## config.mk

```make
export PLATFORM = sky130hd
export DESIGN_NAME = line_refill_engine_flat
export DESIGN_NICKNAME = d
export VERILOG_FILES = /design/src/rtl/line_refill_engine_pkg.sv /design/src/rtl/line_refill_engine_if.sv /design/src/rtl/line_refill_engine.sv /design/src/flat_wrapper.sv
export SDC_FILE = /design/constraint.sdc
export NUM_CORES = 1
export LEC_CHECK = 0
export ABC_AREA = 0
export CAP_MARGIN = 20
export CORE_UTILIZATION = 37
export CTS_CLUSTER_SIZE = 30
export DETAILED_ROUTE_END_ITERATION = 16
export PLACE_DENSITY = 0.72
export SYNTH_ARGS = -nofsm -noshare
export SYNTH_HDL_FRONTEND = slang
export SYNTH_SLANG_ARGS = --single-unit
export TNS_END_PERCENT = 5
```

## constraint.sdc

```tcl
create_clock -name clk -period 3.3 [get_ports clk]
set_input_delay 0.66 -clock clk [delete_from_list [all_inputs] [get_ports clk]]
set_output_delay 0.66 -clock clk [all_outputs]
set_load 0.005 [all_outputs]
```

## src/rtl/line_refill_engine_pkg.sv

```systemverilog
// Shared cache definitions for the line refill engine: FSM encoding,
// memory word geometry and the refill address concatenation width.
package line_refill_engine_pkg;

    typedef enum logic [2:0] {
        IDLE    = 3'd0,
        WB_RD   = 3'd1,
        WB_REQ  = 3'd2,
        WB_WAIT = 3'd3,
        RF_REQ  = 3'd4,
        RF_WAIT = 3'd5,
        RF_WR   = 3'd6,
        DONE    = 3'd7
    } state_t;

    localparam int MEM_ADDR_WIDTH = 32;
    localparam int WORD_WIDTH     = 32;
    localparam int BYTE_EN_WIDTH  = 4;
    localparam int WORD_ADDR_LSBS = 2;
    localparam logic [BYTE_EN_WIDTH-1:0] BYTE_EN_FULL = 4'hF;

    // Width of {tag, index, offset, 2'b00} before fitting onto the memory bus.
    function automatic int addr_cat_width(input int tag_w, input int index_w,
                                          input int offset_w);
        return tag_w + index_w + offset_w + WORD_ADDR_LSBS;
    endfunction

endpackage

```

## src/rtl/line_refill_engine_if.sv

```systemverilog
// Miss-request, line-storage and memory-word ports of the refill engine.
// master = engine side, slave = cache/memory side.
interface line_refill_engine_if
    import line_refill_engine_pkg::*;
#(
    parameter int TAG_WIDTH    = 20,
    parameter int INDEX_WIDTH  = 6,
    parameter int OFFSET_WIDTH = 4
);
    logic                     req_valid;
    logic                     req_ready;
    logic [TAG_WIDTH-1:0]     req_tag;
    logic [INDEX_WIDTH-1:0]   req_index;
    logic                     victim_dirty;
    logic [TAG_WIDTH-1:0]     victim_tag;
    logic                     done;

    logic                     line_write_en;
    logic                     line_valid_in;
    logic                     line_dirty_in;
    logic [TAG_WIDTH-1:0]     line_tag_in;
    logic [OFFSET_WIDTH-1:0]  line_offset;
    logic [BYTE_EN_WIDTH-1:0] line_byte_en;
    logic [WORD_WIDTH-1:0]    line_data_in;
    logic [WORD_WIDTH-1:0]    line_data_out;

    logic                      mem_req_valid;
    logic                      mem_req_ready;
    logic                      mem_req_we;
    logic [MEM_ADDR_WIDTH-1:0] mem_req_addr;
    logic [WORD_WIDTH-1:0]     mem_req_wdata;
    logic                      mem_resp_valid;
    logic [WORD_WIDTH-1:0]     mem_resp_rdata;

    modport master (
        input  req_valid, req_tag, req_index, victim_dirty, victim_tag,
        output req_ready, done,
        output line_write_en, line_valid_in, line_dirty_in, line_tag_in,
        output line_offset, line_byte_en, line_data_in,
        input  line_data_out,
        output mem_req_valid, mem_req_we, mem_req_addr, mem_req_wdata,
        input  mem_req_ready, mem_resp_valid, mem_resp_rdata
    );

    modport slave (
        output req_valid, req_tag, req_index, victim_dirty, victim_tag,
        input  req_ready, done,
        input  line_write_en, line_valid_in, line_dirty_in, line_tag_in,
        input  line_offset, line_byte_en, line_data_in,
        output line_data_out,
        input  mem_req_valid, mem_req_we, mem_req_addr, mem_req_wdata,
        output mem_req_ready, mem_resp_valid, mem_resp_rdata
    );

endinterface

```

## src/rtl/line_refill_engine.sv

```systemverilog
// Cache miss refill engine: optional word-by-word writeback of a dirty victim,
// then word-by-word refill of the missing line with one memory request in flight.
module line_refill_engine
    import line_refill_engine_pkg::*;
#(
    parameter int TAG_WIDTH    = 20,
    parameter int INDEX_WIDTH  = 6,
    parameter int OFFSET_WIDTH = 4
)(
    input  logic                 clk,
    input  logic                 rst,
    line_refill_engine_if.master bus
);

    localparam int ADDR_CAT_W = addr_cat_width(TAG_WIDTH, INDEX_WIDTH, OFFSET_WIDTH);
    localparam logic [OFFSET_WIDTH-1:0] CNT_LAST = '1;
    localparam logic [OFFSET_WIDTH-1:0] CNT_ONE  = OFFSET_WIDTH'(1);

    state_t                  state_q, state_d;
    logic [OFFSET_WIDTH-1:0] cnt_q, cnt_d;
    logic                    wcap_q, wcap_d;
    logic [TAG_WIDTH-1:0]    tag_q, tag_d;
    logic [TAG_WIDTH-1:0]    vtag_q, vtag_d;
    logic [INDEX_WIDTH-1:0]  index_q, index_d;
    logic [WORD_WIDTH-1:0]   wdata_q, wdata_d;
    logic [WORD_WIDTH-1:0]   rdata_q, rdata_d;

    logic [ADDR_CAT_W-1:0]   wb_addr, rf_addr;
    logic                    cnt_is_last;

    assign wb_addr     = {vtag_q, index_q, cnt_q, {WORD_ADDR_LSBS{1'b0}}};
    assign rf_addr     = {tag_q, index_q, cnt_q, {WORD_ADDR_LSBS{1'b0}}};
    assign cnt_is_last = (cnt_q == CNT_LAST);

    always_ff @(posedge clk) begin
        if (!rst) begin
            state_q <= IDLE;
            cnt_q   <= '0;
            wcap_q  <= 1'b0;
        end else begin
            state_q <= state_d;
            cnt_q   <= cnt_d;
            wcap_q  <= wcap_d;
        end
    end

    always_ff @(posedge clk) begin
        tag_q   <= tag_d;
        vtag_q  <= vtag_d;
        index_q <= index_d;
        wdata_q <= wdata_d;
        rdata_q <= rdata_d;
    end

    always_comb begin
        state_d = state_q;
        cnt_d   = cnt_q;
        wcap_d  = wcap_q;
        tag_d   = tag_q;
        vtag_d  = vtag_q;
        index_d = index_q;
        wdata_d = wdata_q;
        rdata_d = rdata_q;

        bus.req_ready     = 1'b0;
        bus.done          = 1'b0;
        bus.line_write_en = 1'b0;
        bus.line_valid_in = 1'b0;
        bus.line_dirty_in = 1'b0;
        bus.line_tag_in   = '0;
        bus.line_offset   = '0;
        bus.line_byte_en  = '0;
        bus.line_data_in  = '0;
        bus.mem_req_valid = 1'b0;
        bus.mem_req_we    = 1'b0;
        bus.mem_req_addr  = '0;
        bus.mem_req_wdata = '0;

        unique case (state_q)
            IDLE: begin
                bus.req_ready = 1'b1;
                if (bus.req_valid) begin
                    tag_d   = bus.req_tag;
                    index_d = bus.req_index;
                    vtag_d  = bus.victim_tag;
                    cnt_d   = '0;
                    state_d = bus.victim_dirty ? WB_RD : RF_REQ;
                end
            end
            WB_RD: begin
                bus.line_offset = cnt_q;
                wcap_d  = 1'b1;
                state_d = WB_REQ;
            end
            WB_REQ: begin
                // Line read data arrives in the first WB_REQ cycle; forward it
                // then and hold the captured copy while the request is stalled.
                bus.mem_req_valid = 1'b1;
                bus.mem_req_we    = 1'b1;
                bus.mem_req_addr  = MEM_ADDR_WIDTH'(wb_addr);
                bus.mem_req_wdata = wcap_q ? bus.line_data_out : wdata_q;
                if (wcap_q) begin
                    wdata_d = bus.line_data_out;
                    wcap_d  = 1'b0;
                end
                if (bus.mem_req_ready) state_d = WB_WAIT;
            end
            WB_WAIT: begin
                if (bus.mem_resp_valid) begin
                    cnt_d   = cnt_q + CNT_ONE;
                    state_d = cnt_is_last ? RF_REQ : WB_RD;
                end
            end
            RF_REQ: begin
                bus.mem_req_valid = 1'b1;
                bus.mem_req_addr  = MEM_ADDR_WIDTH'(rf_addr);
                if (bus.mem_req_ready) state_d = RF_WAIT;
            end
            RF_WAIT: begin
                if (bus.mem_resp_valid) begin
                    rdata_d = bus.mem_resp_rdata;
                    state_d = RF_WR;
                end
            end
            RF_WR: begin
                // Valid goes in with the last word so a partial line never looks valid.
                bus.line_write_en = 1'b1;
                bus.line_offset   = cnt_q;
                bus.line_byte_en  = BYTE_EN_FULL;
                bus.line_tag_in   = tag_q;
                bus.line_valid_in = cnt_is_last;
                bus.line_data_in  = rdata_q;
                cnt_d   = cnt_q + CNT_ONE;
                state_d = cnt_is_last ? DONE : RF_REQ;
            end
            DONE: begin
                bus.done = 1'b1;
                state_d  = IDLE;
            end
            default: state_d = IDLE;
        endcase
    end

endmodule

```

## src/flat_wrapper.sv

```systemverilog
// flat-port wrapper written by rule: the top's interface ports become plain ports
module line_refill_engine_flat import line_refill_engine_pkg::*;
#(
    parameter int TAG_WIDTH    = 20,
    parameter int INDEX_WIDTH  = 6,
    parameter int OFFSET_WIDTH = 4
)
  (clk, rst, bus_req_valid, bus_req_tag, bus_req_index, bus_victim_dirty, bus_victim_tag, bus_req_ready, bus_done, bus_line_write_en, bus_line_valid_in, bus_line_dirty_in, bus_line_tag_in, bus_line_offset, bus_line_byte_en, bus_line_data_in, bus_line_data_out, bus_mem_req_valid, bus_mem_req_we, bus_mem_req_addr, bus_mem_req_wdata, bus_mem_req_ready, bus_mem_resp_valid, bus_mem_resp_rdata);
  line_refill_engine_if #(.TAG_WIDTH(TAG_WIDTH), .INDEX_WIDTH(INDEX_WIDTH), .OFFSET_WIDTH(OFFSET_WIDTH)) bus_i ();
  input  logic clk;
  input  logic rst;
  input wire logic [$bits(bus_i.req_valid)-1:0] bus_req_valid;
  input wire logic [$bits(bus_i.req_tag)-1:0] bus_req_tag;
  input wire logic [$bits(bus_i.req_index)-1:0] bus_req_index;
  input wire logic [$bits(bus_i.victim_dirty)-1:0] bus_victim_dirty;
  input wire logic [$bits(bus_i.victim_tag)-1:0] bus_victim_tag;
  output wire logic [$bits(bus_i.req_ready)-1:0] bus_req_ready;
  output wire logic [$bits(bus_i.done)-1:0] bus_done;
  output wire logic [$bits(bus_i.line_write_en)-1:0] bus_line_write_en;
  output wire logic [$bits(bus_i.line_valid_in)-1:0] bus_line_valid_in;
  output wire logic [$bits(bus_i.line_dirty_in)-1:0] bus_line_dirty_in;
  output wire logic [$bits(bus_i.line_tag_in)-1:0] bus_line_tag_in;
  output wire logic [$bits(bus_i.line_offset)-1:0] bus_line_offset;
  output wire logic [$bits(bus_i.line_byte_en)-1:0] bus_line_byte_en;
  output wire logic [$bits(bus_i.line_data_in)-1:0] bus_line_data_in;
  input wire logic [$bits(bus_i.line_data_out)-1:0] bus_line_data_out;
  output wire logic [$bits(bus_i.mem_req_valid)-1:0] bus_mem_req_valid;
  output wire logic [$bits(bus_i.mem_req_we)-1:0] bus_mem_req_we;
  output wire logic [$bits(bus_i.mem_req_addr)-1:0] bus_mem_req_addr;
  output wire logic [$bits(bus_i.mem_req_wdata)-1:0] bus_mem_req_wdata;
  input wire logic [$bits(bus_i.mem_req_ready)-1:0] bus_mem_req_ready;
  input wire logic [$bits(bus_i.mem_resp_valid)-1:0] bus_mem_resp_valid;
  input wire logic [$bits(bus_i.mem_resp_rdata)-1:0] bus_mem_resp_rdata;
  assign bus_i.req_valid = bus_req_valid;
  assign bus_i.req_tag = bus_req_tag;
  assign bus_i.req_index = bus_req_index;
  assign bus_i.victim_dirty = bus_victim_dirty;
  assign bus_i.victim_tag = bus_victim_tag;
  assign bus_req_ready = bus_i.req_ready;
  assign bus_done = bus_i.done;
  assign bus_line_write_en = bus_i.line_write_en;
  assign bus_line_valid_in = bus_i.line_valid_in;
  assign bus_line_dirty_in = bus_i.line_dirty_in;
  assign bus_line_tag_in = bus_i.line_tag_in;
  assign bus_line_offset = bus_i.line_offset;
  assign bus_line_byte_en = bus_i.line_byte_en;
  assign bus_line_data_in = bus_i.line_data_in;
  assign bus_i.line_data_out = bus_line_data_out;
  assign bus_mem_req_valid = bus_i.mem_req_valid;
  assign bus_mem_req_we = bus_i.mem_req_we;
  assign bus_mem_req_addr = bus_i.mem_req_addr;
  assign bus_mem_req_wdata = bus_i.mem_req_wdata;
  assign bus_i.mem_req_ready = bus_mem_req_ready;
  assign bus_i.mem_resp_valid = bus_mem_resp_valid;
  assign bus_i.mem_resp_rdata = bus_mem_resp_rdata;
  line_refill_engine #(.TAG_WIDTH(TAG_WIDTH), .INDEX_WIDTH(INDEX_WIDTH), .OFFSET_WIDTH(OFFSET_WIDTH)) u_core (.clk(clk), .rst(rst), .bus(bus_i));
endmodule
```

==> reports/qor.yml <==
grt:
  grt_pass1_wl_mm: 20.3
  grt_use_total_pct: 18.8
  grt_overflow: 0
  antenna_found_initial: 0
  grt_start_max_net_pins: 56
  grt_pass1_vias: 3890
clock_tree:
  cts_made_buffers: 17
  cts_tree: "yes"
  clk_latency_ns: 0.41
  cts_root_buffer: "clkbuf_16"
  clockBufferDepth: 2
  cts_hold_repair.buffers: 0
  clock-sinks: 118
  h-tree-depth: 4
  clkSlewWorstSetupHoldPaths_ns: 0.05
timing:
  finalHoldViolations: 0
  worst_slew_pin_slew_ns: 0.638
  skew_ns: 0.00852
  setup_tns_ns: 0
  rsz0062_at_grt: "no"
  slew_headroom_pct: 57.4
  setup_violations: 0
  maxSlewViolCount: 0
  fmax_ghz: 0.329
  period_share_pct: 92.1
  finalCriticalPeriod_ns: 3.04
  setup_slack_ns: 0.262
die:
  core_um2: 13800
  rows: 43
  die-area_um2: 14600
  pin_count: 247
  die_x_um: 121
  fp.dieH_um: 121
  start_util_pct: 37.7
critical_path:
  critPathTopFamily: "buffers and inverters"
  arrival_ns: 2.38
  crit_chain: "nand2_1, nor2_4, buf_12, a21oi_1, nor2b_1, clkdlybuf4s50_1"
  cp-start-kind: "flip-flop"
  crit_buf_inv: 2
  criticalPathCategory: "reg -> out"
  required_ns: 2.64
  cp_max_fo: 55
  slowest_stage: "clkdlybuf4s50_1"
  r2r_slack_ns: 1.25
  slowest_delay_ns: 0.52
  critPathCaptureType: "primary output"
synthesis:
  synthFlopType: "edfxtp_1"
  ys_async_sr_fraction_pct: 0
  netlist_area_um2: 5220
  yosysTopAreaCellShare_pct: 63.3
  synth_warnings: 0
  synthCells: 363
  yosys.area.top_type: "edfxtp_1"
  synthTopCellsByArea: "edfxtp_1 (63%), and2_1 (11%), mux2_2 (7.3%)"
  synth-edff-count: 110
  synth.avg_cell_area_um2: 14.4
  synth_cell_type_count: 43
  yosysSeqAreaShare_pct: 66.4
  ys_ff_latch: 118
drt:
  avgRoutedWirePerCell_um: 17.1
  vias: 3767
  ant_nets: 0
  wl_mm: 13.7
  dr.first_iter.drc_count: 198
  drcViolationCount: 0
  vias_per_cell: 4.70
  firstDrtPassIters: 4
outcome:
  outcome: "complete, no violations"
pwr:
  peakVddDrop_v: 0.000385
  power_leakage_nw: 2.93
  power-per-cell-area_nw_per_um2: 687
final_layout:
  drive_gt1_share_pct: 14.2
  n_antenna_cell: 0
  syn2layout_area_growth_pct: 61.2
  nets: 725
  nFillCells: 1080
  postLayoutCellArea_um2: 8410
placement:
  dp.final_hpwl_mm: 9.62
  place_congestion: 0.823
  placed_area_um2: 7830
  portBuffers: 243
  dp_slack_ns: 0.527
hold_path:
  hold_path_class: "reg -> reg"
run:
  cap_violations: 0
[logic make-up (layout without fill, tap and decap cells)]
family | Yosys count | in the layout | synth area share, %
fa+ha+maj | 1 | 1 | 0.240
simple gates | 134 | 134 | 15.9
compound gates | 40 | 40 | 5.95
other cells | 1 | 3 | 0.0719
mux | 36 | 36 | 7.82
xor+xnor | 2 | 2 | 0.336
buf+inv | 31 | 287 | 3.36
flops | 118 | 118 | 66.4
[worst min-delay path: stages (launching register included)]
cell and delay (ns):
dfxtp_1 0.33, o21ai_0 0.07, a21boi_0 0.08
[cells in the mapped netlist, types with 3 or more instances]
| cell type | instances |
|---|---|
| a21oi_1 | 3 |
| a22o_1 | 21 |
| and2_1 | 95 |
| and3_1 | 3 |
| buf_2 | 14 |
| buf_4 | 7 |
| clkbuf_1 | 7 |
| dfxtp_1 | 8 |
| edfxtp_1 | 110 |
| mux2_2 | 34 |
| nand2_1 | 9 |
| nor2_1 | 5 |
| nor2b_1 | 6 |
| nor3_1 | 4 |
| o21ai_0 | 5 |
[path summary, 6_finish.rpt]
path / startpoint / to / cells past startpoint
worst min register to register: u_core.wcap_q / u_core.wcap_q / 2
worst max-delay path: u_core.state_q[2] / bus_line_offset[0] / 6
worst max register to register: u_core.state_q[0] / u_core.tag_q[2] / 4
worst min-delay path: u_core.wcap_q / u_core.wcap_q / 2
[state kept, by name, summed over array words and instances (netlist names)]
register	flops
u_core.wdata_q	32
u_core.cnt_q	4
u_core.rdata_q	32
u_core.index_q	6
u_core.state_q	3
u_core.wcap_q	1
u_core.vtag_q	20
u_core.tag_q	20
[stage by stage]
step                      total power, mW  std cells  hold slack [ns]  utilization [%]
after floorplan                      3.09        365            0.485                -
after global placement               3.98        769            0.485             56.6
after detailed placement             4.02        769            0.523             56.6
after CTS                            5.84        801            0.542             60.8
after global routing                 6.06        801            0.574             60.8
final                                5.78        801            0.533             60.8
[area by class of cell]
type,count,area [um^2],share of cell area [%]
Clock inverter,15,155,1.84
Timing Repair Buffer,254,2530,30.0
Multi-Input combinational cell,216,1610,19.2
Inverter,1,3.75,0.0446
Tap cell,180,225,2.68
Clock buffer,17,425,5.06
Sequential cell,118,3460,41.2
[per-layer routing]
metal  wire, um  part of all wire [%]  GRT usage (%)
met1       5430                    40           21.1
met2       6560                    48           30.3
met3       1480                    11           9.01
met4        224                   1.6           8.02
met5          0                     0              0
[cell usage in the layout (no fill, tap or decap), types with 5 or more instances in the layout]
| cell | instances |
|---|---|
| nor2b_1 | 6 |
| o21ai_0 | 5 |
| mux2_2 | 34 |
| clkdlybuf4s50_1 | 243 |
| edfxtp_1 | 110 |
| clkbuf_16 | 17 |
| a22o_1 | 21 |
| dfxtp_1 | 8 |
| nand2_1 | 9 |
| buf_4 | 10 |
| and2_1 | 94 |
[repair_timing]
action / 4_1_cts / 5_1_grt
endpoints found under the setup margin: 0 / 10
gates resized for setup: 0 / 1
setup buffers: 0 / 0
[where the power goes]
group / leakage, nW / internal, mW / switching (mW)
combinational: 1.58 / 1.01 / 0.832
clock: 0.271 / 1.11 / 0.682
sequential: 1.08 / 2.03 / 0.117
Power figures use the tool's default switching activity.
